==> config.mk <==
export PLATFORM = sky130hd
export DESIGN_NAME = vga_feed
export DESIGN_NICKNAME = d
export VERILOG_FILES = /design/src/rtl/vga_feed.sv
export SDC_FILE = /design/constraint.sdc
export NUM_CORES = 1
export LEC_CHECK = 0
export ABC_AREA = 1
export CAP_MARGIN = 20
export CORE_MARGIN = 2
export CORE_UTILIZATION = 32
export CTS_BUF_LIST = sky130_fd_sc_hd__clkbuf_8
export CTS_CLUSTER_SIZE = 25
export DETAILED_ROUTE_END_ITERATION = 7
export PLACE_DENSITY_LB_ADDON = 0.08
export SYNTH_ARGS = -nofsm -noshare
export SYNTH_HDL_FRONTEND = slang
export SYNTH_SLANG_ARGS = --single-unit
export TNS_END_PERCENT = 20
==> constraint.sdc <==
create_clock -name clk -period 2.4 [get_ports clk]
set_clock_uncertainty 0.15 [all_clocks]
set_input_delay 0.48 -clock clk [delete_from_list [all_inputs] [get_ports clk]]
set_output_delay 0.48 -clock clk [all_outputs]
set_load 0.05 [all_outputs]
==> src/rtl/vga_feed.sv <==
// vga_feed: moves pixel pairs from a test-pattern generator into a downstream
// FIFO. Generator flow is throttled with hysteresis on the FIFO's coarse fill
// level, and every pair is tagged with its frame coordinates.
//
// Ports
//   clk       single clock, rising edge
//   rst       asynchronous reset, active low
//   lvl[3:0]  downstream FIFO coarse fill level (15 = full)
//   d[n-1:0]  even/odd pixel pair from the generator
//   cke       registered generator clock enable
//   wd[n-1:0] FIFO write data (holds its value when we=0)
//   we        FIFO write strobe
//   x, y      coordinates of the even pixel carried by wd
//   sof, eol  start-of-frame / end-of-line markers, only high with we
//   drop_cnt  saturating count of pairs dropped because the FIFO was full
//
// Optional feature: define VGA_FEED_DROP_CNT_EN to build the drop counter.
// Without it drop_cnt is tied to zero; dropping behaviour is unchanged.
module vga_feed #(
    parameter int h   = 1920,
    parameter int v   = 1080,
    parameter int n   = 32,
    parameter int lat = 1,
    parameter int hi  = 12,
    parameter int lo  = 4
) (
    input  logic         clk,
    input  logic         rst,
    input  logic [3:0]   lvl,
    input  logic [n-1:0] d,
    output logic         cke,
    output logic [n-1:0] wd,
    output logic         we,
    output logic [10:0]  x,
    output logic [10:0]  y,
    output logic         sof,
    output logic         eol,
    output logic [15:0]  drop_cnt
);

    localparam logic [3:0]  HI_L   = 4'(hi);
    localparam logic [3:0]  LO_L   = 4'(lo);
    localparam logic [10:0] X_LAST = 11'(h - 2);
    localparam logic [10:0] Y_LAST = 11'(v - 1);

    typedef enum logic {
        RUN  = 1'b0,
        HOLD = 1'b1
    } state_t;

    state_t state_q, state_d;

    logic           cke_q, cke_d;
    logic [lat-1:0] vpipe_q, vpipe_d;
    logic [10:0]    px_q, px_d;
    logic [10:0]    py_q, py_d;
    logic [n-1:0]   wd_q, wd_d;
    logic           we_q, we_d;
    logic [10:0]    x_q, x_d;
    logic [10:0]    y_q, y_d;
    logic           sof_q, sof_d;
    logic           eol_q, eol_d;

    logic valid;
    logic full;

    // The oldest pipeline stage is the cke issued lat cycles ago, so d is
    // meaningful this cycle exactly when that stage is set.
    assign valid = vpipe_q[lat-1];
    assign full  = (lvl == 4'hF);

    // Hysteresis: stop feeding at the high mark, resume only at the low mark.
    // cke follows the next state so it changes on the cycle after the decision.
    always_comb begin
        state_d = state_q;
        case (state_q)
            RUN:     if (lvl >= HI_L) state_d = HOLD;
            HOLD:    if (lvl <= LO_L) state_d = RUN;
            default: state_d = RUN;
        endcase
        cke_d = (state_d == RUN);
    end

    // Delay line of cke; pairs already requested keep flowing through it
    // even after the FSM falls into HOLD.
    always_comb begin
        vpipe_d    = vpipe_q;
        vpipe_d[0] = cke_q;
        for (int i = 1; i < lat; i++) begin
            vpipe_d[i] = vpipe_q[i-1];
        end
    end

    // px/py track the position of the next pair to arrive. Every valid pair
    // consumes a position, even when it is dropped, so the picture stays
    // aligned. x/y/wd only load for accepted pairs so they always describe wd.
    always_comb begin
        px_d  = px_q;
        py_d  = py_q;
        wd_d  = wd_q;
        x_d   = x_q;
        y_d   = y_q;
        we_d  = 1'b0;
        sof_d = 1'b0;
        eol_d = 1'b0;
        if (valid) begin
            if (!full) begin
                wd_d  = d;
                we_d  = 1'b1;
                x_d   = px_q;
                y_d   = py_q;
                sof_d = (px_q == 11'd0) && (py_q == 11'd0);
                eol_d = (px_q == X_LAST);
            end
            if (px_q == X_LAST) begin
                px_d = 11'd0;
                py_d = (py_q == Y_LAST) ? 11'd0 : py_q + 11'd1;
            end else begin
                px_d = px_q + 11'd2;
            end
        end
    end

    always_ff @(posedge clk or negedge rst) begin
        if (!rst) begin
            state_q <= RUN;
            cke_q   <= 1'b0;
            vpipe_q <= '0;
            px_q    <= '0;
            py_q    <= '0;
            wd_q    <= '0;
            we_q    <= 1'b0;
            x_q     <= '0;
            y_q     <= '0;
            sof_q   <= 1'b0;
            eol_q   <= 1'b0;
        end else begin
            state_q <= state_d;
            cke_q   <= cke_d;
            vpipe_q <= vpipe_d;
            px_q    <= px_d;
            py_q    <= py_d;
            wd_q    <= wd_d;
            we_q    <= we_d;
            x_q     <= x_d;
            y_q     <= y_d;
            sof_q   <= sof_d;
            eol_q   <= eol_d;
        end
    end

`ifdef VGA_FEED_DROP_CNT_EN
    logic [15:0] drop_cnt_q, drop_cnt_d;

    // Saturates instead of wrapping so a long overflow never reads as small.
    always_comb begin
        drop_cnt_d = drop_cnt_q;
        if (valid && full && (drop_cnt_q != 16'hFFFF)) begin
            drop_cnt_d = drop_cnt_q + 16'd1;
        end
    end

    always_ff @(posedge clk or negedge rst) begin
        if (!rst) begin
            drop_cnt_q <= '0;
        end else begin
            drop_cnt_q <= drop_cnt_d;
        end
    end

    assign drop_cnt = drop_cnt_q;
`else
    assign drop_cnt = 16'd0;
`endif

    assign cke = cke_q;
    assign wd  = wd_q;
    assign we  = we_q;
    assign x   = x_q;
    assign y   = y_q;
    assign sof = sof_q;
    assign eol = eol_q;

endmodule

; After elaboration in Yosys (flattened, before gate mapping)
; Index checks and enable logic that the tools add are counted.
[word_totals]
word_cells = 37
reg_bits = 82
[classes]
n_mux = 11
n_lt_le_gt_ge = 2
bitwise_logic = 3
n_addsub = 2
reduce_logical = 5
eq_ne = 3
[op_table]
columns = cell, n
row1 = == test 11 bit (second input constant), 2
row2 = logical NOT 11 bit, 2
row3 = two-way mux 11 bit, 2
row4 = adder 11 x 1 -> 11 bit (second input constant), 1
row5 = adder 11 x 2 -> 11 bit (second input constant), 1
row6 = two-way mux 1 bit, 8
row7 = == test 4 bit (second input constant), 1
row8 = greater-or-equal comparator 4 bit (second input constant), 1
row9 = less-or-equal comparator 4 x 3 -> 1 bit (second input constant), 1
row10 = AND reduction 2 bit, 2
row11 = inverter 1 bit, 3
row12 = one-hot mux 1 bit (2 select lines), 1
row13 = logical AND 1 bit, 1

; Logic depth before layout (Yosys ltp)
[depth]
ltp_word = 4
ltp_mapped = 8
ltp_nobuf = 8

; Worst setup path before layout
; Ideal clock, no wire load.
[synth_path]
path_kind = input to register
startpoint = input lvl[3]
endpoint = register wd_q[10] (netlist: wd[10])
arrival_ns = 1.159
setup_ns = 0.118
path_slack_ns = 0.973
t_required_ns = 2.132
cell_stages = 6
path_cell_list = nand2_1 -> o21ai_4 -> inv_2 -> buf_2 -> nand2_1 -> nand2_1
[synth_via]
elab_chain_cells = 3
[synth_rtl]
columns = element, line
row1 = from (decl), 29  ; input logic [3:0] lvl,
row2 = == test 4 bit, 70  ; assign full = (lvl == 4'hF);
row3 = inverter 1 bit (no source line), -
row4 = AND reduction 2 bit (no source line), -
row5 = to (signal assigned), 143  ; wd_q <= wd_d;
row6 = to (decl), 57  ; logic [n-1:0] wd_q, wd_d;
; Every way passes these cells.
; A chain may end at the register's enable or synchronous reset.

; Worst setup path in the final report
[layout_path]
startpoint = register y_q[5] (netlist: y[5])
endpoint = output y[5]
[layout_rtl]
columns = element, line
row1 = from (decl), 60  ; logic [10:0] y_q, y_d;
row2 = from (signal assigned), 146  ; y_q <= y_d;
row3 = to (decl), 35  ; output logic [10:0] y,
; No word-level cell between the ends.

==> results.txt <==
----------------------------------------------------
[Outcome]
  Outcome ... complete, no violations

[Synth]
  Leading cell types by count after synthesis ... nand2_1, dfrtp_1, inv_1, nor2_1, o21ai_0
  Proportion of synthesized chip area in sequential cells ... 0.555
  Asr flop ratio synth ... 1.00
  Most area-consuming cells after synthesis ... dfrtp_1, nand2_1, buf_4
  Post-synthesis adder-cell area fraction ... 0.0104
  Post-Synthesis Cells ... 442
  Area share of xor/xnor cells in the synthesized design ... 0.00971
  Most frequent cell after synthesis ... nand2_1
  Number of warnings printed during yosys synthesis ... 0
  Average size of a mapped cell ... 8.17 sq um
  Cell area after technology mapping ... 3610 sq um
  Primary FF master, synth ... dfrtp_1
  Fraction of synthesized cell area taken by the top area cell type ... 0.555
  Register bit count reported by yosys ... 80
  Number of synthesized flops with an enable pin ... 0
  Synth cell types ... 25
  Synthesized-area fraction occupied by and/or/nand/nor cells ... 0.288
  Compound-cell area share of the yosys netlist ... 0.0461
  Mux contribution to synthesized area ... 0
  Library cell occupying the most area in the post-synthesis netlist ... dfrtp_1
  Combinational family with the most area after synthesis ... simple AND/OR/NAND/NOR gates

[Power]
  Clock network fraction of total power ... 0.265
  Leak ... 2.39 nW
  Sw Share ... 0.384
  Portion of total power attributed to sequential cells ... 0.398
  Pwr per Cell Area ... 873 nW/um^2
  Gate power share ... 0.338
  Int Pwr ... 0.00263 W
  Maximum vdd ir drop ... 306 uV
  Total design power ... 0.00427 W
  Net Sw Power ... 0.00164 W

[Routing]
  DRC Markers ... 0
  Total routed wirelength ... 8710 microns
  First-pass DRT Iterations ... 4
  Average detailed-routed wire length per instance ... 12.7 microns
  Vias per std cell ... 4.35
  First DRT Iteration DRCs ... 195
  Antenna-violating nets left ... 0
  Number of vias after detailed routing ... 2976

[Critical path]
  Worst reg2reg path startpoint ... valid$_DFF_PN0_
  Max stage delay on crit path ... 0.84 ns
  Type of destination of the critical path ... output port
  Crit path max-delay cell type ... clkdlybuf4s50_1
  Depth of the most critical reg-to-reg path ... 7
  Family of cells with the greatest summed delay on the critical path ... buffers and inverters
  Cell breakdown of the critical path ... clkdlybuf4s50_1
  Type of the worst setup path ... reg2out
  Critical path data arrival time ... 1.55 ns
  Worst R2R End ... py_q[2]$_DFFE_PN0P_
  Worst setup SP type ... flop
  Required time of the critical path ... 1.77 ns
  Register-to-register path setup slack ... 0.61 ns
  Number of buffer and inverter stages on the critical path ... 1
  Critical path fanouts, max ... 2

[Placed design]
  Dpl hpwl ... 6420 microns
  Number of buffers added on ports ... 94
  Routability congestion estimate ... 0.791
  Worst slack after detailed placement ... 0.255 ns

[Clock network]
  Clock slew at the register clock pins of the worst setup and hold paths ... 0.09 ns
  Buffer cell driving the clock tree root ... clkbuf_8
  CTS tree ... done
  Insertion delay of the later-clocked pin in the worst-skew pair ... 0.35 ns
  H-tree Lvls ... 3
  Number of buffers on the longest clock path ... 2
  Post-CTS setup-driven buffer insertion count ... 0
  Clock buffers created by TritonCTS ... 9
  Total number of clock tree sinks ... 80

[Min path]
  Worst Hold End ... valid$_DFF_PN0_
  Cell depth of the worst hold path ... 0
  Start point of the worst hold path ... cke$_DFF_PN0_
  Worst min-delay path category ... reg2reg

[Timing]
  Part of the cycle the worst path needs ... 0.909
  Final Setup Violations ... 0
  Shortest period the worst path allows ... 2.18 ns
  Final setup margin ... 0.218 ns
  Worst Hold Slack ... 0.241 ns
  Final TNS setup ... 0 ns
  Slew of the pin with the lowest slew margin ... 0.575 ns
  Worst slew margin relative to its limit ... 0.616
  Final Max Tran Viols ... 0
  Timing-limited maximum frequency ... 0.458 GHz
  Unrepaired setup endpoints after global routing ... no
  Number of endpoints with negative hold slack in the final report ... 0

[Global routing]
  Via count of the first global-routing pass ... 2812
  Maximum number of pins on one net before global-route repair ... 48
  Overall routing resource usage ... 0.152
  Total gr overflow ... 0
  Global-route wire length before repair ... 14100 microns
  Initial antenna violation count ... 0

[Finish]
  Util after Layout ... 0.447
  Number of fill cells in the layout ... 1112
  Share of cells above drive strength 1 ... 0.0551
  Area delta synth->final ... 35.4%
  Count of inserted antenna diode cells ... 0
  Fin nets ... 580

[Floorplanning]
  Boundary Pins ... 112
  Core footprint ... 10900 sq um
  Starting Density ... 0.330
  Die Height ... 110 microns
  Die Area ... 12100 sq um
  Chip width ... 110 microns
  Core Rows ... 38

[Run]
  MaxCap Viol Count ... 0

----------------------------------------------------
kinds of logic (layout without fill, tap and decap cells):
logic type / after synthesis / count (layout)
AOI/OAI and AO/OA: 30 / 30
xor gates and xnor gates: 4 / 4
adders and majority gates: 3 / 3
buffers and inverters: 65 / 151
DFF: 80 / 80
other: 1 / 17
and+or+nand+nor: 259 / 259
area by class of cell:
class,instances,area (sq um),share of cell area
timing repair buffer,99,1000,0.205
inverter,36,135,0.0276
clock buffer,10,138,0.0282
multi-input combinational,313,1340,0.275
tap,140,175,0.0358
sequential,80,2000,0.410
clock inverter,6,91.3,0.0187
power by group through the flow:
| stage | logic, W | clock network (W) | registers, W |
|---|---|---|---|
| after floorplan | 0.000433 | 0 | 0.00223 |
| after global placement | 0.00145 | 0 | 0.00172 |
| after detailed placement | 0.00145 | 0 | 0.00173 |
| after CTS | 0.00146 | 0.00117 | 0.00170 |
| after global routing | 0.00155 | 0.00124 | 0.00173 |
| final | 0.00144 | 0.00113 | 0.00170 |
layer usage:
layer | vias up | global-route usage | wire (microns) | share of wire
met1 | 1370 | 0.214 | 4300 | 0.49
li1 | 1522 | - | - | -
met2 | 75 | 0.231 | 3820 | 0.44
met3 | 9 | 0.0400 | 498 | 0.057
met5 | - | 0 | 0 | 0
met4 | 0 | 0.0429 | 89 | 0.010
repair_timing:
action / CTS / global route
endpoints found under the hold margin: 33 / 0
hold buffers: 1 / 0
gates resized for setup: 0 / 0
metrics by stage:
step           cell area, sq um  cells
3_3_place_gp               4650    667
5_1_grt                    4890    684
4_1_cts                    4890    684
2_1_floorplan              3670    458
3_5_place_dp               4650    667
6_report                   4890    684
registers in the layout, indices dropped and copies added, names as in the netlist:
name	flops
cke	1
eol	1
px_q	10
py_q	11
sof	1
state_q	1
valid	1
wd	32
we	1
x	10
y	11
placed cells by master (no fill, tap or decap), types with 4 or more instances in the layout:
master,netlist,layout
conb_1,1,17
nor2_1,34,34
nand3_1,20,20
clkbuf_8,0,10
nand2_1,190,190
nand4_1,4,4
dfrtp_1,80,80
nor3_1,4,4
xor2_1,4,4
inv_1,35,35
clkdlybuf4s50_1,0,93
o21ai_0,24,24
how the worst max path moves through the flow:
stage                     cells after the start            endpoint        startpoint
after detailed placement                      5    x[3]$_DFFE_PN0P_            lvl[3]
after global routing                          1                y[6]  y[6]$_DFFE_PN0P_
after global placement                        5    x[3]$_DFFE_PN0P_            lvl[3]
final                                         1                y[5]  y[5]$_DFFE_PN0P_
after CTS                                     1                y[6]  y[6]$_DFFE_PN0P_
after floorplan                               6  wd[10]$_DFFE_PN0P_            lvl[3]
(Power assumes the default switching activity.)
